`config.mk`:
```
export PLATFORM = sky130hd
export DESIGN_NAME = copper_sync_seq
export DESIGN_NICKNAME = d
export VERILOG_FILES = /design/src/rtl/copper_sync_pkg.sv /design/src/rtl/copper_sync_seq_trig.sv /design/src/rtl/copper_sync_seq.sv
export SDC_FILE = /design/constraint.sdc
export NUM_CORES = 1
export LEC_CHECK = 0
export ABC_AREA = 1
export BUFFER_PORTS_ARGS = -buffer_cell sky130_fd_sc_hd__buf_2
export CORE_UTILIZATION = 45
export CTS_CLUSTER_DIAMETER = 80
export DETAILED_ROUTE_END_ITERATION = 10
export PLACE_DENSITY = 0.7
export SLEW_MARGIN = 20
export SYNTH_ARGS = -nofsm -noshare
export SYNTH_HDL_FRONTEND = slang
export SYNTH_SLANG_ARGS = --single-unit
```
`constraint.sdc`:
```
create_clock -name clk -period 2.1 [get_ports clk]
set_input_delay 0.315 -clock clk [delete_from_list [all_inputs] [get_ports clk]]
set_output_delay 0.315 -clock clk [all_outputs]
set_load 0.05 [all_outputs]
```
`src/rtl/copper_sync_pkg.sv`:
```
// Shared types and default widths for the copper link sync sequencer.
package copper_sync_pkg;

    localparam int CNTWIDTH_DEF = 64;
    localparam int TOWIDTH_DEF  = 20;

    typedef enum logic [2:0] {
        S_IDLE,
        S_LAUNCH,
        S_WAIT,
        S_ACC,
        S_GAP,
        S_DONE
    } state_t;

endpackage

```
`src/rtl/copper_sync_seq_trig.sv`:
```
// One-shot scheduled strobe: fires once when the clock count reaches a compare value.
import copper_sync_pkg::*;

module copper_trig #(
    parameter int CNTWIDTH = CNTWIDTH_DEF
) (
    input  logic                clk,
    input  logic                aresetn,
    input  logic [CNTWIDTH-1:0] clkcnt,
    input  logic [CNTWIDTH-1:0] trig_cnt,
    input  logic                arm,
    output logic                fire
);

    logic armed;
    logic hit;

    assign hit = armed && (clkcnt >= trig_cnt);

    // A fresh arm takes priority over the clear caused by a hit on the same cycle.
    always_ff @(posedge clk or negedge aresetn) begin
        if (!aresetn) begin
            armed <= 1'b0;
            fire  <= 1'b0;
        end else begin
            fire <= hit;
            if (arm) begin
                armed <= 1'b1;
            end else if (hit) begin
                armed <= 1'b0;
            end
        end
    end

endmodule

```
`src/rtl/copper_sync_seq.sv`:
```
// Round-trip measurement sequencer for the copper clock-count link, plus a
// one-shot clock-count trigger.
import copper_sync_pkg::*;

module copper_sync_seq #(
    parameter int CNTWIDTH = CNTWIDTH_DEF,
    parameter int NAVGLOG  = 3,
    parameter int RSTLEN   = 4,
    parameter int TOWIDTH  = TOWIDTH_DEF,
    parameter int GAP      = 16
) (
    input  logic                clk,
    input  logic                aresetn,
    input  logic                start,
    output logic                tx_en,
    output logic                tx_rst,
    input  logic [CNTWIDTH-1:0] tx_clkcnt,
    input  logic [CNTWIDTH-1:0] rx_clkcnt,
    input  logic                rx_stb,
    output logic                busy,
    output logic                done,
    output logic                err,
    output logic [TOWIDTH-1:0]  rtt_avg,
    output logic [TOWIDTH-1:0]  oneway,
    input  logic [CNTWIDTH-1:0] clkcnt,
    input  logic [CNTWIDTH-1:0] trig_cnt,
    input  logic                arm,
    output logic                fire
);

    localparam int ACCW = TOWIDTH + NAVGLOG;
    localparam logic [TOWIDTH-1:0] LAUNCH_LAST = TOWIDTH'(RSTLEN - 1);
    localparam logic [TOWIDTH-1:0] GAP_LAST    = TOWIDTH'(GAP - 1);
    // Last WAIT cycle: the counter would reach 2^TOWIDTH-1 on the next edge.
    localparam logic [TOWIDTH-1:0] TO_LAST     = TOWIDTH'((64'd1 << TOWIDTH) - 64'd2);
    localparam logic [NAVGLOG:0]   SAMP_LAST   = (NAVGLOG + 1)'((1 << NAVGLOG) - 1);

    state_t                state;
    state_t                state_next;
    logic [TOWIDTH-1:0]    cnt;
    logic [CNTWIDTH-1:0]   diff_p1;
    logic [ACCW-1:0]       acc;
    logic [ACCW-1:0]       acc_sum;
    logic [NAVGLOG:0]      nsamp;
    logic                  err_r;
    logic                  launch_end;
    logic                  gap_end;
    logic                  wait_to;
    logic                  diff_bad;
    logic                  last_samp;

    function automatic logic [TOWIDTH-1:0] avg_floor(input logic [ACCW-1:0] a);
        return a[ACCW-1:NAVGLOG];
    endfunction

    function automatic logic [TOWIDTH-1:0] half_floor(input logic [TOWIDTH-1:0] v);
        return v >> 1;
    endfunction

    assign launch_end = (cnt == LAUNCH_LAST);
    assign gap_end    = (cnt == GAP_LAST);
    assign wait_to    = (cnt == TO_LAST);
    // Any bit above the valid RTT range also catches wrapped (negative) differences.
    assign diff_bad   = |diff_p1[CNTWIDTH-1:TOWIDTH];
    assign last_samp  = (nsamp == SAMP_LAST);
    assign acc_sum    = acc + {{NAVGLOG{1'b0}}, diff_p1[TOWIDTH-1:0]};
    assign err        = err_r;

    always_ff @(posedge clk or negedge aresetn) begin
        if (!aresetn) begin
            state <= S_IDLE;
        end else begin
            state <= state_next;
        end
    end

    always_comb begin
        state_next = state;
        tx_en      = 1'b0;
        tx_rst     = 1'b0;
        done       = 1'b0;
        busy       = (state != S_IDLE);
        case (state)
            S_IDLE: begin
                if (start) state_next = S_LAUNCH;
            end
            S_LAUNCH: begin
                tx_en  = 1'b1;
                tx_rst = 1'b1;
                if (launch_end) state_next = S_WAIT;
            end
            S_WAIT: begin
                tx_en = 1'b1;
                if (rx_stb) begin
                    state_next = S_ACC;
                end else if (wait_to) begin
                    state_next = S_IDLE;
                end
            end
            S_ACC: begin
                if (diff_bad) begin
                    state_next = S_IDLE;
                end else if (last_samp) begin
                    state_next = S_DONE;
                end else begin
                    state_next = S_GAP;
                end
            end
            S_GAP: begin
                if (gap_end) state_next = S_LAUNCH;
            end
            S_DONE: begin
                done       = 1'b1;
                state_next = S_IDLE;
            end
            default: state_next = S_IDLE;
        endcase
    end

    // Stage p1: difference captured in WAIT; accumulated in ACC on the next cycle.
    always_ff @(posedge clk or negedge aresetn) begin
        if (!aresetn) begin
            cnt     <= '0;
            diff_p1 <= '0;
            acc     <= '0;
            nsamp   <= '0;
            err_r   <= 1'b0;
            rtt_avg <= '0;
            oneway  <= '0;
        end else begin
            case (state)
                S_IDLE: begin
                    if (start) begin
                        cnt   <= '0;
                        acc   <= '0;
                        nsamp <= '0;
                        err_r <= 1'b0;
                    end
                end
                S_LAUNCH: begin
                    cnt <= launch_end ? '0 : cnt + 1'b1;
                end
                S_WAIT: begin
                    if (rx_stb) begin
                        diff_p1 <= rx_clkcnt - tx_clkcnt;
                    end else if (wait_to) begin
                        err_r <= 1'b1;
                    end else begin
                        cnt <= cnt + 1'b1;
                    end
                end
                S_ACC: begin
                    if (diff_bad) begin
                        err_r <= 1'b1;
                    end else begin
                        acc   <= acc_sum;
                        nsamp <= nsamp + 1'b1;
                        cnt   <= '0;
                        if (last_samp) begin
                            rtt_avg <= avg_floor(acc_sum);
                            oneway  <= half_floor(avg_floor(acc_sum));
                        end
                    end
                end
                S_GAP: begin
                    cnt <= gap_end ? '0 : cnt + 1'b1;
                end
                default: ;
            endcase
        end
    end

    copper_trig #(
        .CNTWIDTH (CNTWIDTH)
    ) u_trig (
        .clk      (clk),
        .aresetn  (aresetn),
        .clkcnt   (clkcnt),
        .trig_cnt (trig_cnt),
        .arm      (arm),
        .fire     (fire)
    );

endmodule
```
======== Word level (Yosys, flattened, before mapping) ========
Index checks and enable logic that the tools add are counted.
cells by class
  eq/ne operators ......................... 18
  muxes and demuxes ....................... 31
  magnitude comparators ................... 1
  divide/modulo/power cells ............... 0
  multipliers ............................. 0
  $add $sub $neg .......................... 4
  shift operators ......................... 0
  reduce and logical (&&, ||, !) cells .... 15
  bitwise operators ....................... 1
operators with widths
  operator                                                                 number
  20-bit 2-to-1 mux                                                        6
  20-bit case mux with 5 select lines                                      1
  64-bit greater-or-equal comparator                                       1
  64-bit subtractor                                                        1
  23-bit 2-to-1 mux                                                        2
  23-bit case mux with 2 select lines                                      1
  44-bit OR reduction                                                      1
  23-bit by 20-bit adder with 23-bit output                                1
  20-bit by 1-bit adder with 20-bit output (second input constant)         1
  20-bit by 2-bit equality test with 1-bit output (second input constant)  1
  20-bit equality test (second input constant)                             1
  20-bit by 4-bit equality test with 1-bit output (second input constant)  1
  3-bit 2-to-1 mux                                                         6
  2-bit != test (second input constant)                                    8
  3-bit case mux with 5 select lines                                       1
  1-bit 2-to-1 mux                                                         10
  5-bit AND reduction                                                      2
  4-bit 2-to-1 mux                                                         2
  4-bit case mux with 2 select lines                                       1
  3-bit by 2-bit equality test with 1-bit output (second input constant)   2
  3-bit equality test (second input constant)                              2
  3-bit AND reduction                                                      2
  3-bit nonzero test                                                       2
  5-bit nonzero test                                                       1
  other kinds (12)                                                         13
storage, ports and cells
  logic and storage cells ................. 80
  bits in latches ......................... 0
  memories kept ........................... 0
  ROM bits ................................ 0
  bits in registers ....................... 156
  RAM bits ................................ 0
  input bits .............................. 261

======== Longest topological paths before layout ========
  word-level depth ........................ 4
  mapped depth ............................ 17

======== Cells and area by module ========
From an unflattened synthesis, not the netlist that was laid out.
unflattened totals
  cells, all modules ...................... 2501
  area, all modules ....................... 15019.4 um2
by module, submodules not included
  module           cells an instance  area an instance (um2)  instances  sequential area each (um2)
  copper_sync_seq  2213               13207.7                 1          3378.2
  copper_trig      288                1811.7                  1          50.0

======== Worst setup path after synthesis ========
OpenSTA, ideal clock, no wires.
  kind .................................... reg-to-reg
  from .................................... register diff_p1[0]
  to ...................................... register rtt_avg[13]
  buffers on the path ..................... 0
  arrival ................................. 1.930 ns
  stages on the path, launching flop included .. 13
  clock period less this slack ............ 2.048 ns
  setup slack ............................. 0.052 ns
  required time ........................... 1.982 ns
  library setup time ...................... 0.118 ns
  path through ............................ dfrtp_1 -> ha_1 -> fa_1 -> nand3_1 -> nand2_1 -> a21boi_1 -> o21ai_0 -> nand3_1 -> nand2_1 -> nand2_1 -> nand2_1 -> nand2_1 -> nand2_1
on the way
  longest elaborated chain between the ends .. 1
RTL lines
  what                                       RTL line                RTL
  start: declaration                         copper_sync_seq.sv:41   logic [CNTWIDTH-1:0] diff_p1;
  start signal: assignment                   copper_sync_seq.sv:145  diff_p1 <= rx_clkcnt - tx_clkcnt;
  23-bit by 20-bit adder with 23-bit output  copper_sync_seq.sv:66   assign acc_sum = acc + {{NAVGLOG{1'b0}}, diff_p1[TOWIDTH-1:0]};
  end signal: assignment                     copper_sync_seq.sv:160  rtt_avg <= avg_floor(acc_sum);
  end: declaration                           copper_sync_seq.sv:23   output logic [TOWIDTH-1:0] rtt_avg,
Every way passes these cells.
A chain may end at the register's enable or synchronous reset.

======== Worst setup path in the final report ========
  from .................................... register diff_p1[0]
  to ...................................... register acc[14]
on the way
  longest elaborated chain between the ends .. 3
RTL lines
  what                                       RTL line                RTL
  23-bit by 20-bit adder with 23-bit output  copper_sync_seq.sv:66
  23-bit 2-to-1 mux                          copper_sync_seq.sv:153  if (diff_bad) begin
  23-bit case mux with 2 select lines        copper_sync_seq.sv:131  case (state)
  end signal: assignment                     copper_sync_seq.sv:156  acc <= acc_sum;
  end: declaration                           copper_sync_seq.sv:42   logic [ACCW-1:0] acc;
Every way passes these cells. The select of a mux whose other input is x is not followed.

==> impl_metrics.py <==
metrics = {
    "setup_path": {
        "required_ns": 2.46,
        "r2r_cells": 11,
        "crit_path_end_kind": "register",
        "cp_max_fo": 3,
        "crit_type": "reg2reg",
        "worstPathArrival_ns": 2.39,
        "r2r-end": "acc[14]",
        "worst_setup_path_start_kind": "register",
        "reg2reg_slack_ns": 0.07,
        "r2r_start": "diff_p1[0]",
    },
    "timing": {
        "fin_crit_sh": 0.968,
        "period_needed_ns": 2.03,
        "rsz0062_at_grt": "yes",
        "fin_worst_hold_slack_ns": 0.0869,
        "setup_viol": 0,
        "tns_ns": 0,
        "fmax_ghz": 0.492,
        "fin_skew_ns": 0.0109,
        "slew_viol_final": 0,
        "finalHoldViolCount": 0,
    },
    "global_route": {
        "grt_pass1_vias": 15600,
        "grt_util_all_layers": 0.274,
        "overflow": 0,
        "antenna_found_initial": 1,
        "grt_pass1_wl_um": 74900,
        "grt_max_degree": 94,
    },
    "cells_and_area": {
        "n_fill_cell": 3417,
        "regArea_mm2": 0.00343,
        "fin_nets": 3377,
        "final_cell_count_no_fill": 3420,
        "final_cell_mix": "nand2_1 (1,002), inv_1 (535), buf_2 (303), nor2_1 (175), ha_1 (144)",
        "drive_above_1_share": 0.170,
        "multiInputGateArea_mm2": 0.00949,
        "mostFrequentLayoutCell": "nand2_1",
        "final_util": 0.566,
        "area_growth_pct": 22.6,
    },
    "logic_synthesis": {
        "synth.area.top_cells": "nand2_1 (25%), dfrtp_1 (23%), inv_1 (13%)",
        "synth_seq_cells": 137,
        "synth_cells": 2575,
        "yosysWarnings": 0,
        "ys_types": 49,
        "ys_seq_area_frac": 0.226,
        "synth_top_area_frac": 0.249,
        "netlist_area_mm2": 0.0152,
        "async_reset_ff_frac": 1.00,
        "syn_avg_cell_area_um2": 5.89,
        "synth-edff-count": 0,
        "synthFlopType": "dfrtp_1",
        "syn-num-nets": 2988,
        "synth_area_leader_cell": "nand2_1",
    },
    "floorplanning": {
        "start_util": 0.461,
        "dieArea_mm2": 0.0344,
        "die_x_um": 186,
        "coreArea_mm2": 0.0329,
        "die_h_um": 186,
        "ios": 307,
        "row_count": 66,
    },
    "power": {
        "total_power_uw": 12200,
        "ir_drop_mv": 0.687,
        "power.density_mw_per_mm2": 657,
        "p_leak_uw": 0.0115,
    },
    "status": {
        "outcome": "finished, final reports clean",
    },
    "cts": {
        "cts_buffers": 17,
        "cts_buffer_depth": 2,
        "clk_latency_ns": 0.42,
        "clk_pin_slew_ns": 0.06,
        "root_buffer": "clkbuf_16",
        "clock-sinks": 137,
        "h-tree-depth": 4,
        "cts_tree": "yes",
    },
    "placed_design": {
        "port_buffers": 305,
        "placed_cells": 3381,
        "gp_congestion": 0.998,
        "dp_hpwl_um": 38700,
    },
    "route": {
        "drt-pass1-iter-count": 5,
        "viasPerCell": 4.81,
        "final_antenna_net_count": 0,
        "drc": 0,
        "vias": 16500,
        "wl_per_cell_um": 13.4,
        "wl_um": 45700,
        "drtIter0Drc": 1220,
    },
    "hold_path": {
        "holdPathStages": 3,
        "min_to": "u_trig.armed",
        "hold_path_class": "in2reg",
        "worstHoldStart": "arm",
    },
    "run": {
        "max_cap_viol_count": 0,
    },
}
==> how the worst max path moves through the flow <==
stage	start	endpoint	slack, ns	depth (start not counted)
2_1_floorplan	diff_p1[0]	rtt_avg[13]	0.05	12
3_3_place_gp	tx_clkcnt[8]	diff_p1[43]	-0.17	14
3_5_place_dp	tx_clkcnt[13]	diff_p1[43]	-0.18	14
4_1_cts	diff_p1[0]	acc[14]	0.003	11
5_1_grt	diff_p1[3]	acc[14]	-0.04	10
6_report	diff_p1[0]	acc[14]	0.07	11
==> through the flow <==
| step | instance area (um^2) | setup slack, ns |
|---|---|---|
| 3_5_place_dp | 17800 | -0.181 |
| 6_report | 18600 | 0.0681 |
| 4_1_cts | 18400 | 0.00317 |
| 2_1_floorplan | 15200 | 0.0517 |
| 3_3_place_gp | 17800 | -0.173 |
| 5_1_grt | 18600 | -0.0444 |
==> state kept, by name (all words and copies together), names as in the netlist <==
register / count
acc: 23
nsamp: 4
diff_p1: 64
rtt_avg: 19
err: 1
cnt: 20
state: 3
u_trig.armed: 1
u_trig.fire: 1
oneway: 1
==> timing repair <==
action / CTS / global route
endpoints found under the setup margin: 1 / 33
gates cloned: 0 / 0
pin swaps: 0 / 7
hold buffers: 1 / 0
resized for setup: 1 / 30
endpoints found under the hold margin: 36 / 0
buffers inserted: 0 / 5
==> kinds of logic after synthesis <==
| group | after synthesis | share of synthesized area |
|---|---|---|
| flops | 137 | 0.226 |
| other cells | 1 | 0.000247 |
| mux | 1 | 0.000660 |
| xor+xnor | 56 | 0.0324 |
| compound gates | 226 | 0.0812 |
| fa+ha+maj | 152 | 0.126 |
| simple gates | 1408 | 0.377 |
| buf+inv | 594 | 0.156 |
==> Yosys cell counts (6+ instances only) <==
cell type	count
ha_1	150
o21bai_1	6
o21ai_1	12
nand4_1	18
inv_2	9
clkbuf_1	9
nand3b_1	12
o21ai_0	76
nand2_1	1004
nand3_1	126
a31oi_1	7
nor2_1	178
inv_1	535
xor2_1	23
xnor2_1	33
o21a_1	6
buf_2	13
buf_4	22
a21oi_1	99
dfrtp_1	137
nor4_1	10
nor3_1	36
==> metal layers <==
layer  track usage  share of wire
met3        0.0247          0.050
met4        0.0807          0.021
met1         0.387           0.49
met5             0              0
met2         0.441           0.44
==> power breakdown <==
group / internal [uW] / total [uW] / switching, uW
clock network: 1980 / 3140 / 1160
logic: 1990 / 5330 / 3330
registers: 3260 / 3750 / 488
total: 7230 / 12200 / 4980
==> worst max-delay path, cell delays in order, from the launching register on <==
cell and delay (ns):
dfrtp_1 0.38, ha_2 0.20, fa_2 0.35, nand3_1 0.11, nand2_2 0.09, a21boi_2 0.19
buf_4 0.15, nor2_1 0.05, nor2_2 0.12, xnor2_2 0.15, nand2_1 0.11, nand2_1 0.07
==> cell type report <==
cell class,count,share of cell area
antenna,1,0.000135
multi-input combinational,1844,0.511
clock buffer,20,0.0235
sequential,137,0.184
inverter,546,0.110
tap,442,0.0297
timing repair buffer,418,0.132
clock inverter,12,0.00942
Power figures use the tool's default switching activity.
